### src/rtl/alu_muldiv.sv
// Iterative RV32M/RV64M multiply/divide unit: one operand bit per cycle,
// shift-add multiply and restoring divide, with sign fix-up on the final step.
module alu_muldiv #(
    parameter int XLEN = 32
) (
    input  logic            clk,
    input  logic            rst_n,
    input  logic            in_valid,
    output logic            in_ready,
    input  logic [2:0]      op,
    input  logic [XLEN-1:0] src_a,
    input  logic [XLEN-1:0] src_b,
    input  logic            flush,
    output logic            out_valid,
    input  logic            out_ready,
    output logic [XLEN-1:0] result
);

    localparam int CW = $clog2(XLEN);

    localparam logic [2:0] OP_MULH   = 3'b001;
    localparam logic [2:0] OP_MULHSU = 3'b010;
    localparam logic [2:0] OP_DIV    = 3'b100;
    localparam logic [2:0] OP_REM    = 3'b110;

    typedef enum logic [1:0] {IDLE, CALC, DONE} state_t;

    state_t              state_q;
    logic [CW-1:0]       count_q;
    logic                special_q;
    logic [2:0]          op_q;
    logic                neg_q;
    logic [XLEN-1:0]     a_q;
    logic [XLEN-1:0]     b_q;
    logic [2*XLEN-1:0]   acc_q;
    logic [2*XLEN-1:0]   acc_d;
    logic [XLEN-1:0]     result_q;
    logic                out_valid_q;

    // Operand decode at accept: magnitudes, result sign and special divide cases
    logic            a_signed, b_signed, a_neg, b_neg, neg_d;
    logic [XLEN-1:0] a_mag, b_mag, special_res;
    logic            div_zero, div_ovf, is_special;

    always_comb begin
        a_signed    = (op == OP_MULH) || (op == OP_MULHSU) || (op == OP_DIV) || (op == OP_REM);
        b_signed    = (op == OP_MULH) || (op == OP_DIV) || (op == OP_REM);
        a_neg       = a_signed & src_a[XLEN-1];
        b_neg       = b_signed & src_b[XLEN-1];
        a_mag       = a_neg ? (~src_a + 1'b1) : src_a;
        b_mag       = b_neg ? (~src_b + 1'b1) : src_b;
        // Remainder takes the dividend's sign; everything else the product of signs
        neg_d       = (op[2] & op[1]) ? a_neg : (a_neg ^ b_neg);
        div_zero    = op[2] && (src_b == '0);
        div_ovf     = op[2] && !op[0] && (src_a == {1'b1, {(XLEN-1){1'b0}}}) && (src_b == '1);
        is_special  = div_zero || div_ovf;
        special_res = '0;
        if (div_zero) begin
            special_res = op[1] ? src_a : '1;
        end else if (div_ovf) begin
            special_res = op[1] ? '0 : src_a;
        end
    end

    // One iteration step of either the multiplier or the divider, plus final fix-up
    logic [XLEN:0]     mul_sum;
    logic [XLEN:0]     div_shift;
    logic [XLEN:0]     div_trial;
    logic              q_bit;
    logic [XLEN-1:0]   div_rem;
    logic [2*XLEN-1:0] prod_fix;
    logic [XLEN-1:0]   div_val, mul_res, div_res, final_res;

    always_comb begin
        mul_sum   = {1'b0, acc_q[2*XLEN-1:XLEN]} + (acc_q[0] ? {1'b0, a_q} : '0);
        div_shift = {acc_q[2*XLEN-1:XLEN], acc_q[XLEN-1]};
        div_trial = div_shift - {1'b0, b_q};
        q_bit     = ~div_trial[XLEN];
        div_rem   = q_bit ? div_trial[XLEN-1:0] : div_shift[XLEN-1:0];
        if (op_q[2]) begin
            acc_d = {div_rem, acc_q[XLEN-2:0], q_bit};
        end else begin
            acc_d = {mul_sum, acc_q[XLEN-1:1]};
        end
        prod_fix  = neg_q ? (~acc_d + 1'b1) : acc_d;
        mul_res   = (op_q[1:0] == 2'b00) ? prod_fix[XLEN-1:0] : prod_fix[2*XLEN-1:XLEN];
        div_val   = op_q[1] ? acc_d[2*XLEN-1:XLEN] : acc_d[XLEN-1:0];
        div_res   = neg_q ? (~div_val + 1'b1) : div_val;
        final_res = op_q[2] ? div_res : mul_res;
    end

    // Control FSM with registered result and out_valid
    always_ff @(posedge clk or negedge rst_n) begin
        if (!rst_n) begin
            state_q     <= IDLE;
            count_q     <= '0;
            special_q   <= 1'b0;
            result_q    <= '0;
            out_valid_q <= 1'b0;
        end else if (flush) begin
            state_q     <= IDLE;
            out_valid_q <= 1'b0;
        end else begin
            case (state_q)
                IDLE: begin
                    if (in_valid) begin
                        state_q   <= CALC;
                        count_q   <= '0;
                        special_q <= is_special;
                        if (is_special) begin
                            result_q <= special_res;
                        end
                    end
                end
                CALC: begin
                    if (special_q) begin
                        state_q     <= DONE;
                        out_valid_q <= 1'b1;
                    end else begin
                        count_q <= count_q + 1'b1;
                        if (count_q == CW'(XLEN-1)) begin
                            result_q    <= final_res;
                            out_valid_q <= 1'b1;
                            state_q     <= DONE;
                        end
                    end
                end
                DONE: begin
                    if (out_ready) begin
                        state_q     <= IDLE;
                        out_valid_q <= 1'b0;
                    end
                end
                default: state_q <= IDLE;
            endcase
        end
    end

    // Datapath registers: loaded at accept, stepped once per CALC cycle
    always_ff @(posedge clk) begin
        if (state_q == IDLE && in_valid && !flush) begin
            op_q  <= op;
            neg_q <= neg_d;
            a_q   <= op[2] ? src_a : a_mag;
            b_q   <= op[2] ? b_mag : src_b;
            acc_q <= op[2] ? {{XLEN{1'b0}}, a_mag} : {{XLEN{1'b0}}, b_mag};
            if (op == 3'b000) begin
                acc_q <= {{XLEN{1'b0}}, src_b};
            end
        end else if (state_q == CALC && !special_q) begin
            acc_q <= acc_d;
        end
    end

    assign in_ready  = (state_q == IDLE);
    assign out_valid = out_valid_q;
    assign result    = result_q;

endmodule

### config.mk
export PLATFORM = sky130hd
export DESIGN_NAME = alu_muldiv
export DESIGN_NICKNAME = d
export VERILOG_FILES = /design/src/rtl/alu_muldiv.sv
export SDC_FILE = /design/constraint.sdc
export NUM_CORES = 1
export LEC_CHECK = 0
export CORE_MARGIN = 2
export CORE_UTILIZATION = 45
export CTS_CLUSTER_DIAMETER = 200
export DETAILED_ROUTE_END_ITERATION = 8
export GPL_ROUTABILITY_DRIVEN = 0
export PLACE_DENSITY = 0.65
export SKIP_CTS_REPAIR_TIMING = 1
export SLEW_MARGIN = 25
export SYNTH_ARGS = -nofsm -noshare
export SYNTH_HDL_FRONTEND = slang
export SYNTH_SLANG_ARGS = --single-unit
### constraint.sdc
create_clock -name clk -period 5.55 [get_ports clk]
set_input_delay 0.8325 -clock clk [delete_from_list [all_inputs] [get_ports clk]]
set_output_delay 0.8325 -clock clk [all_outputs]
set_load 0.02 [all_outputs]
Yosys cells after proc, flatten, opt, wreduce, memory -nomap -nowiden --
Cells that the tools add are included.
Storage, ports and cells: output and inout port bits 34, logic and storage cells 111, input bits 72, register bits 173
Operators by class: mux-type cells 40, bitwise gates (word level) 10, equal/unequal tests 16, reduce and logical (&&, ||, !) cells 28, add/subtract/negate cells 7
Operators by type and width (count):
- 2-to-1 mux 32 bit | 20
- 2-to-1 mux 64 bit | 4
- adder 32 x 1 -> 32 bit (second input constant) | 3
- inverter 32 bit | 3
- adder 64 x 1 -> 64 bit (second input constant) | 1
- equality test 32 bit (second input constant) | 2
- inverter 64 bit | 1
- case mux 32 bit (2 select lines) | 1
- adder 32 x 32 -> 33 bit | 1
- subtractor 33 x 32 -> 33 bit | 1
- logical NOT 32 bit | 1
- 2-to-1 mux 2 bit | 5
- 2-to-1 mux 5 bit | 2
- case mux 5 bit (2 select lines) | 1
- AND reduction 3 bit | 3
- logical AND 1 bit | 7
- equality test 3 bit (second input constant) | 2
- logical OR 1 bit | 6
- inequality test 2 bit (second input constant) | 3
- case mux 2 bit (3 select lines) | 1
- AND reduction 6 bit | 1
- adder 5 x 1 -> 5 bit (second input constant) | 1
- equality test 5 bit (second input constant) | 1
- 2-to-1 mux 1 bit | 5
- other kinds (18) | 25

Depth between registers and ports, before layout --
depth after elaboration 11, gate-level depth with buffers 25, depth with buffers taken out 22

Worst setup path after synthesis --
OpenSTA, ideal clock, no wires.
path kind register to register, start reg state_q[0], end reg acc_q[0], enable pin, setup time 0.575 ns, clock period less this slack 5.809 ns, required time 4.975 ns, setup slack -0.259 ns, arrival time 5.234 ns, cell stages (with the launch flop) 4, path buffers 1, path through dfrtp_1 > clkbuf_1 > nand2_1 > o21ai_0
Between the ends: longest elaborated chain between the ends 4, elaborated cells on any way between the ends 6, those cells by class eq/ne: 1; reduce/logical: 5
RTL lines:
- start: declaration | line 28 | state_t state_q;
- start signal: assignment | line 95 | state_q <= IDLE;
- start signal: assignment | line 101 | state_q <= IDLE;
- start signal: assignment | line 107 | state_q <= CALC;
- logical NOT 2 bit | line 141 | if (state_q == IDLE && in_valid && !flush) begin
- logical AND 1 bit (2 in series) | line 141
- nonzero test 2 bit (no line) *
- end signal: assignment | line 146 | acc_q <= op[2] ? {{XLEN{1'b0}}, a_mag} : {{XLEN{1'b0}}, b_mag};
- end signal: assignment | line 148 | acc_q <= {{XLEN{1'b0}}, src_b};
- end: declaration | line 35 | logic [2*XLEN-1:0] acc_q;
Every way passes the cells marked *; elsewhere a longest branch is shown, timed or not. A chain may end at the register's enable or synchronous reset.

Worst setup path after layout --
start reg acc_q[31], end reg result_q[24], in the netlist result[24]
Between the ends: longest elaborated chain between the ends 11, elaborated cells on any way between the ends 16, those cells by class add/sub: 3; mux: 10; bitwise: 3
RTL lines:
- subtractor 33 x 32 -> 33 bit | line 77 | div_trial = div_shift - {1'b0, b_q};
- 2-to-1 mux 32 bit or inverter 1 bit (tied branches) | line 79, 78
- 2-to-1 mux 64 bit * | line 80 | if (op_q[2]) begin
- inverter 64 bit or 2-to-1 mux 32 bit (tied branches) | line 85, 87
- adder 64 x 1 -> 64 bit or inverter 32 bit (tied branches) | line 85, 88
- 2-to-1 mux 64 bit or adder 32 x 1 -> 32 bit (tied branches) | line 85, 88
- 2-to-1 mux 32 bit, on equally long branches | line 86, 88
- 2-to-1 mux 32 bit * | line 89 | final_res = op_q[2] ? div_res : mul_res;
- 2-to-1 mux 32 bit * | line 121 | if (count_q == CW'(XLEN-1)) begin
- 2-to-1 mux 32 bit * | line 116 | if (special_q) begin
- case mux 32 bit (2 select lines) * | line 104 | case (state_q)
- end signal: assignment | line 111 | result_q <= special_res;
- end signal: assignment | line 122 | result_q <= final_res;
- end: declaration | line 37 | logic [XLEN-1:0] result_q;
Every way passes the cells marked *; elsewhere a longest branch is shown, timed or not. The select of a mux whose other input is x is not followed.

==> impl.org <==
** Die
- Pin placement for this block handled 106 I/O pins.
- Die extent in y :: 208 µm
- The floorplan step set the die width to 208 µm.
- Effective utilization at floorplan :: 0.458
- Core area :: 41,000 µm²
- The initialized floorplan defines 74 standard-cell rows.
- Die outline area :: 43,400 µm²

** Critical path
- The worst register-to-register path begins at acc_q[31].
- Reg2reg path depth :: 21
- Following the worst setup path forward leads to its endpoint at result[24].
- Data required, critical path :: 5.91 ns
- Of all nets on the critical path, the largest fanout is 7.
- The critical path contains buffers and inverters numbering 6 combined.
- Capture instance of the worst register-to-register path :: result[24]
- The largest individual stage delay along the critical path comes from the cell sky130_fd_sc_hd__nor4_4.
- Endpoint type of the worst setup path :: register
- For this run, the slowest stage of the critical path takes 0.46 ns.
- Startpoint type of the worst setup path :: register
- Cell type with the highest occurrence count on the critical path :: sky130_fd_sc_hd__buf_4
- Cell Chain, Critical Path :: inv_2 > ha_1 > inv_1 > fa_1 > a211oi_2 > o211ai_2 > a211oi_4 > nor3_4 > nor4_4 > buf_4 > buf_6 > buf_4 > mux2_4 > a21o_1 > nor4_4 > buf_4 > nand4_2 > o31ai_2 > xor2_1 > a221oi_1 > o21ai_1
- Largest delay share family, worst path :: compound AO/OA/AOI/OAI gates
- Worst setup path startpoint :: acc_q[31]
- Worst reg-to-reg setup slack :: 0.16 ns
- Path length in cells of the critical path :: 21
- Worst EP arrival :: 5.75 ns
- The worst setup path is of the register to register kind.

** Timing
- RSZ-0062 raised after global routing :: true
- Setup Skew :: 0.0179 ns
- Number of failing setup endpoints in the final timing report :: 0
- Worst max-slew margin expressed relative to the limit :: 0.332
- The final number of hold-violating endpoints came to 0.
- Share of the clock period used by the worst path :: 0.970
- Based on the critical path, the design can be clocked at up to 186 MHz.
- Tmin final :: 5.39 ns
- Actual slew at the worst max-slew pin :: 1.00 ns
- The final number of max-transition violations came to 0.

** Yosys
- Syn Area/Cell :: 7.80 µm²
- Synthesized netlist net count :: 2,552
- Of the post-synthesis cell area, the part taken by muxes is 0.0438.
- By area, the combinational part of the netlist is dominated by compound AO/OA/AOI/OAI gates.
- After synthesis the netlist holds a flip-flop and latch count of 173.
- Gate count of the mapped netlist :: 2,407
- Register area share after synthesis :: 0.266
- Synthesized-area fraction occupied by ao, oa, aoi and oai cells :: 0.261
- Fraction of registers with async set/reset :: 0.237
- The synthesized design contains 132 enable-type register cells.
- Number of different library cells in the post-synthesis netlist :: 101
- Post-synthesis share of cell area spent on and, or, nand and nor gates :: 0.229
- Of the total synthesized cell area, the portion taken by full adders, half adders and majority gates is 0.0495.
- Yosys Warn Count :: 0
- Post-synthesis instance area :: 18,800 µm²
- Of the total synthesized cell area, the portion taken by XOR and XNOR cells is 0.101.
- In the synthesized netlist the dominant register cell turns out to be sky130_fd_sc_hd__edfxtp_1.

** GRT
- Aggregate global-route resource usage :: 0.339
- For this run the aggregate overflow at the end of global routing stands at 0.
- Initial antenna violation count :: 3
- The number of global-route vias before repair came to 18,400.
- First-pass GRT wire length :: 113 mm
- Pin count of the biggest net entering global routing :: 124

** Power
- For this design the static power due to leakage is 7.88 nW.
- Power density of the placed cells :: 381 nW/µm²
- Peak supply drop :: 233 µV
- Power, Total :: 8.10 mW

** Final layout
- After routing the design area is 21,200 µm².
- Relative to the synthesized area, the layout overhead comes to 13.1%.
- Diodes inserted :: 0
- Of the cells placed in the final design, the portion with a size suffix greater than 1 is 0.0881.
- The final layout contains 2,606 nets.
- The layout has 3,928 filler cells.

** Clock tree
- CTS saw 173 sinks.
- TritonCTS clock tree :: built
- Clock H-tree levels :: 4
- Clk_lat worst skew :: 0.48 ns
- Register clock-pin slew on the reported worst setup and hold paths :: 0.08 ns
- The clock passes through at most 2 buffers.
- Clock Tree Root :: sky130_fd_sc_hd__clkbuf_16
- TritonCTS created 17 clock buffers.

** Outcome
- Run status :: finished, final reports clean

** Route
- Final WL :: 76.2 mm
- TritonRoute pass-1 iters :: 6
- The count of nets left with antenna violations once routing finished came out at 0.
- Summing over every cut layer, the via total after detailed routing is 20,000.
- Number of remaining DRC errors :: 0
- The first routing iteration left 3,015 violations.
- After detailed routing, the average wire length per cell comes to 25.3 µm.
- Dividing the detail-routed via count by the number of cells gives 6.64.

** Place
- The placed instances occupy a cell area of 20,400 µm².
- Detailed placement ended at an HPWL of 58.4 mm.
- # port buffers :: 105

** Worst hold path
- The min-delay analysis places its worst path in the category primary input to asynchronous set/reset pin.

** Flow run
- Max-capacitance violation count :: 0
==> area by class of cell <==
cell class | instances | area [µm²] | share of cell area
Tap cell | 532 | 666 | 0.0313
Inverter | 75 | 284 | 0.0134
Timing Repair Buffer | 190 | 1730 | 0.0813
Clock inverter | 14 | 179 | 0.00842
Sequential cell | 173 | 4990 | 0.235
Clock buffer | 18 | 429 | 0.0202
Multi-Input combinational cell | 2004 | 13000 | 0.610
==> where the power goes <==
part           switching [mW]  internal, mW
sequential              0.223          1.64
clock                   0.600         0.717
combinational            3.09          1.82
total                    3.92          4.18
==> per-stage QoR <==
| stage | hold slack (ns) | setup WS, ns | util | TNS [ns] | instances |
|---|---|---|---|---|---|
| after detailed placement | 0.481 | 0.00744 | 0.498 | 0 | 2962 |
| after floorplan | 0.456 | 0.116 | - | 0 | 2407 |
| after CTS | 0.383 | -0.0258 | 0.513 | -0.0362 | 2994 |
| final | 0.383 | 0.165 | 0.518 | 0 | 3006 |
| after global placement | 0.469 | 0.0459 | 0.498 | 0 | 2962 |
| after global routing | 0.419 | -0.0905 | 0.518 | -0.273 | 3006 |
==> layer usage <==
layer | up-vias | share of wire | track usage
li1 | 8930 | - | -
met2 | 1419 | 0.43 | 0.514
met1 | 9391 | 0.40 | 0.463
met4 | 2 | 0.051 | 0.158
met3 | 210 | 0.12 | 0.0712
met5 | - | 0.00017 | 0
==> flip-flops by register name, summed over array words and instances (netlist names) <==
register   cells
a_q           32
acc_q         64
b_q           32
count_q        5
neg_q          1
op_q           3
out_valid      1
result        32
special_q      1
state_q        2
==> Yosys cell counts (63+ instances only) <==
library cell / instances / area share
sky130_fd_sc_hd__nor3_1: 75 / 0.020
sky130_fd_sc_hd__and2_1: 63 / 0.021
sky130_fd_sc_hd__a21oi_1: 175 / 0.047
sky130_fd_sc_hd__nand2_1: 258 / 0.052
sky130_fd_sc_hd__inv_1: 72 / 0.014
sky130_fd_sc_hd__nor2_1: 260 / 0.052
sky130_fd_sc_hd__ha_1: 71 / 0.047
sky130_fd_sc_hd__xor2_1: 89 / 0.042
sky130_fd_sc_hd__xnor2_1: 128 / 0.060
sky130_fd_sc_hd__o21ai_0: 180 / 0.048
sky130_fd_sc_hd__clkbuf_1: 102 / 0.020
sky130_fd_sc_hd__edfxtp_1: 132 / 0.21
==> how the worst min path moves through the flow <==
stage	to	from	slack, ns	cells past startpoint
CTS	result[24]	rst_n	0.38	1
detailed placement	count_q[4]	count_q[4]	0.48	2
floorplan	count_q[4]	count_q[4]	0.46	2
global route	result[24]	rst_n	0.42	1
finish	result[10]	rst_n	0.38	1
global placement	count_q[4]	count_q[4]	0.47	2
==> worst reg2reg max path, stage by stage, from the launching register on <==
cell,delay [ns]
sky130_fd_sc_hd__edfxtp_1,0.40
sky130_fd_sc_hd__inv_2,0.15
sky130_fd_sc_hd__ha_1,0.23
sky130_fd_sc_hd__inv_1,0.07
sky130_fd_sc_hd__fa_1,0.43
sky130_fd_sc_hd__a211oi_2,0.29
sky130_fd_sc_hd__o211ai_2,0.19
sky130_fd_sc_hd__a211oi_4,0.42
sky130_fd_sc_hd__nor3_4,0.13
sky130_fd_sc_hd__nor4_4,0.46
sky130_fd_sc_hd__buf_4,0.24
sky130_fd_sc_hd__buf_6,0.13
sky130_fd_sc_hd__buf_4,0.12
sky130_fd_sc_hd__mux2_4,0.29
sky130_fd_sc_hd__a21o_1,0.23
sky130_fd_sc_hd__nor4_4,0.20
sky130_fd_sc_hd__buf_4,0.18
sky130_fd_sc_hd__nand4_2,0.26
sky130_fd_sc_hd__o31ai_2,0.34
sky130_fd_sc_hd__xor2_1,0.10
sky130_fd_sc_hd__a221oi_1,0.33
sky130_fd_sc_hd__o21ai_1,0.09
==> cells in the final DEF, fill, tap and decap left out, drive strengths merged, types with 10 or more instances in the layout <==
cell type / count
a211oi: 28
a21boi: 10
a21o: 31
a21oi: 179
a31oi: 28
and2: 63
and3: 20
buf: 86
clkbuf: 19
clkdlybuf4s50: 103
dfrtp: 41
edfxtp: 132
ha: 71
inv: 80
mux2: 24
mux2i: 54
nand2: 258
nand2b: 19
nand3: 44
nand4: 35
nor2: 260
nor2b: 13
nor3: 76
nor4: 19
o211ai: 58
o21a: 16
o21ai: 194
o21bai: 13
o22ai: 10
o31a: 11
o31ai: 40
o41ai: 13
or2: 20
or3: 39
xnor2: 128
xor2: 89
==> cell families (layout without fill, tap and decap cells) <==
logic type | Yosys count | in the layout
AND/OR/NAND/NOR | 897 | 897
AO/OA/AOI/OAI | 739 | 739
buffers and inverters | 230 | 297
XOR/XNOR | 217 | 217
flip-flops | 173 | 173
multiplexers | 78 | 78
adder cells (fa/ha/maj) | 73 | 73
(Power assumes the default switching activity.)
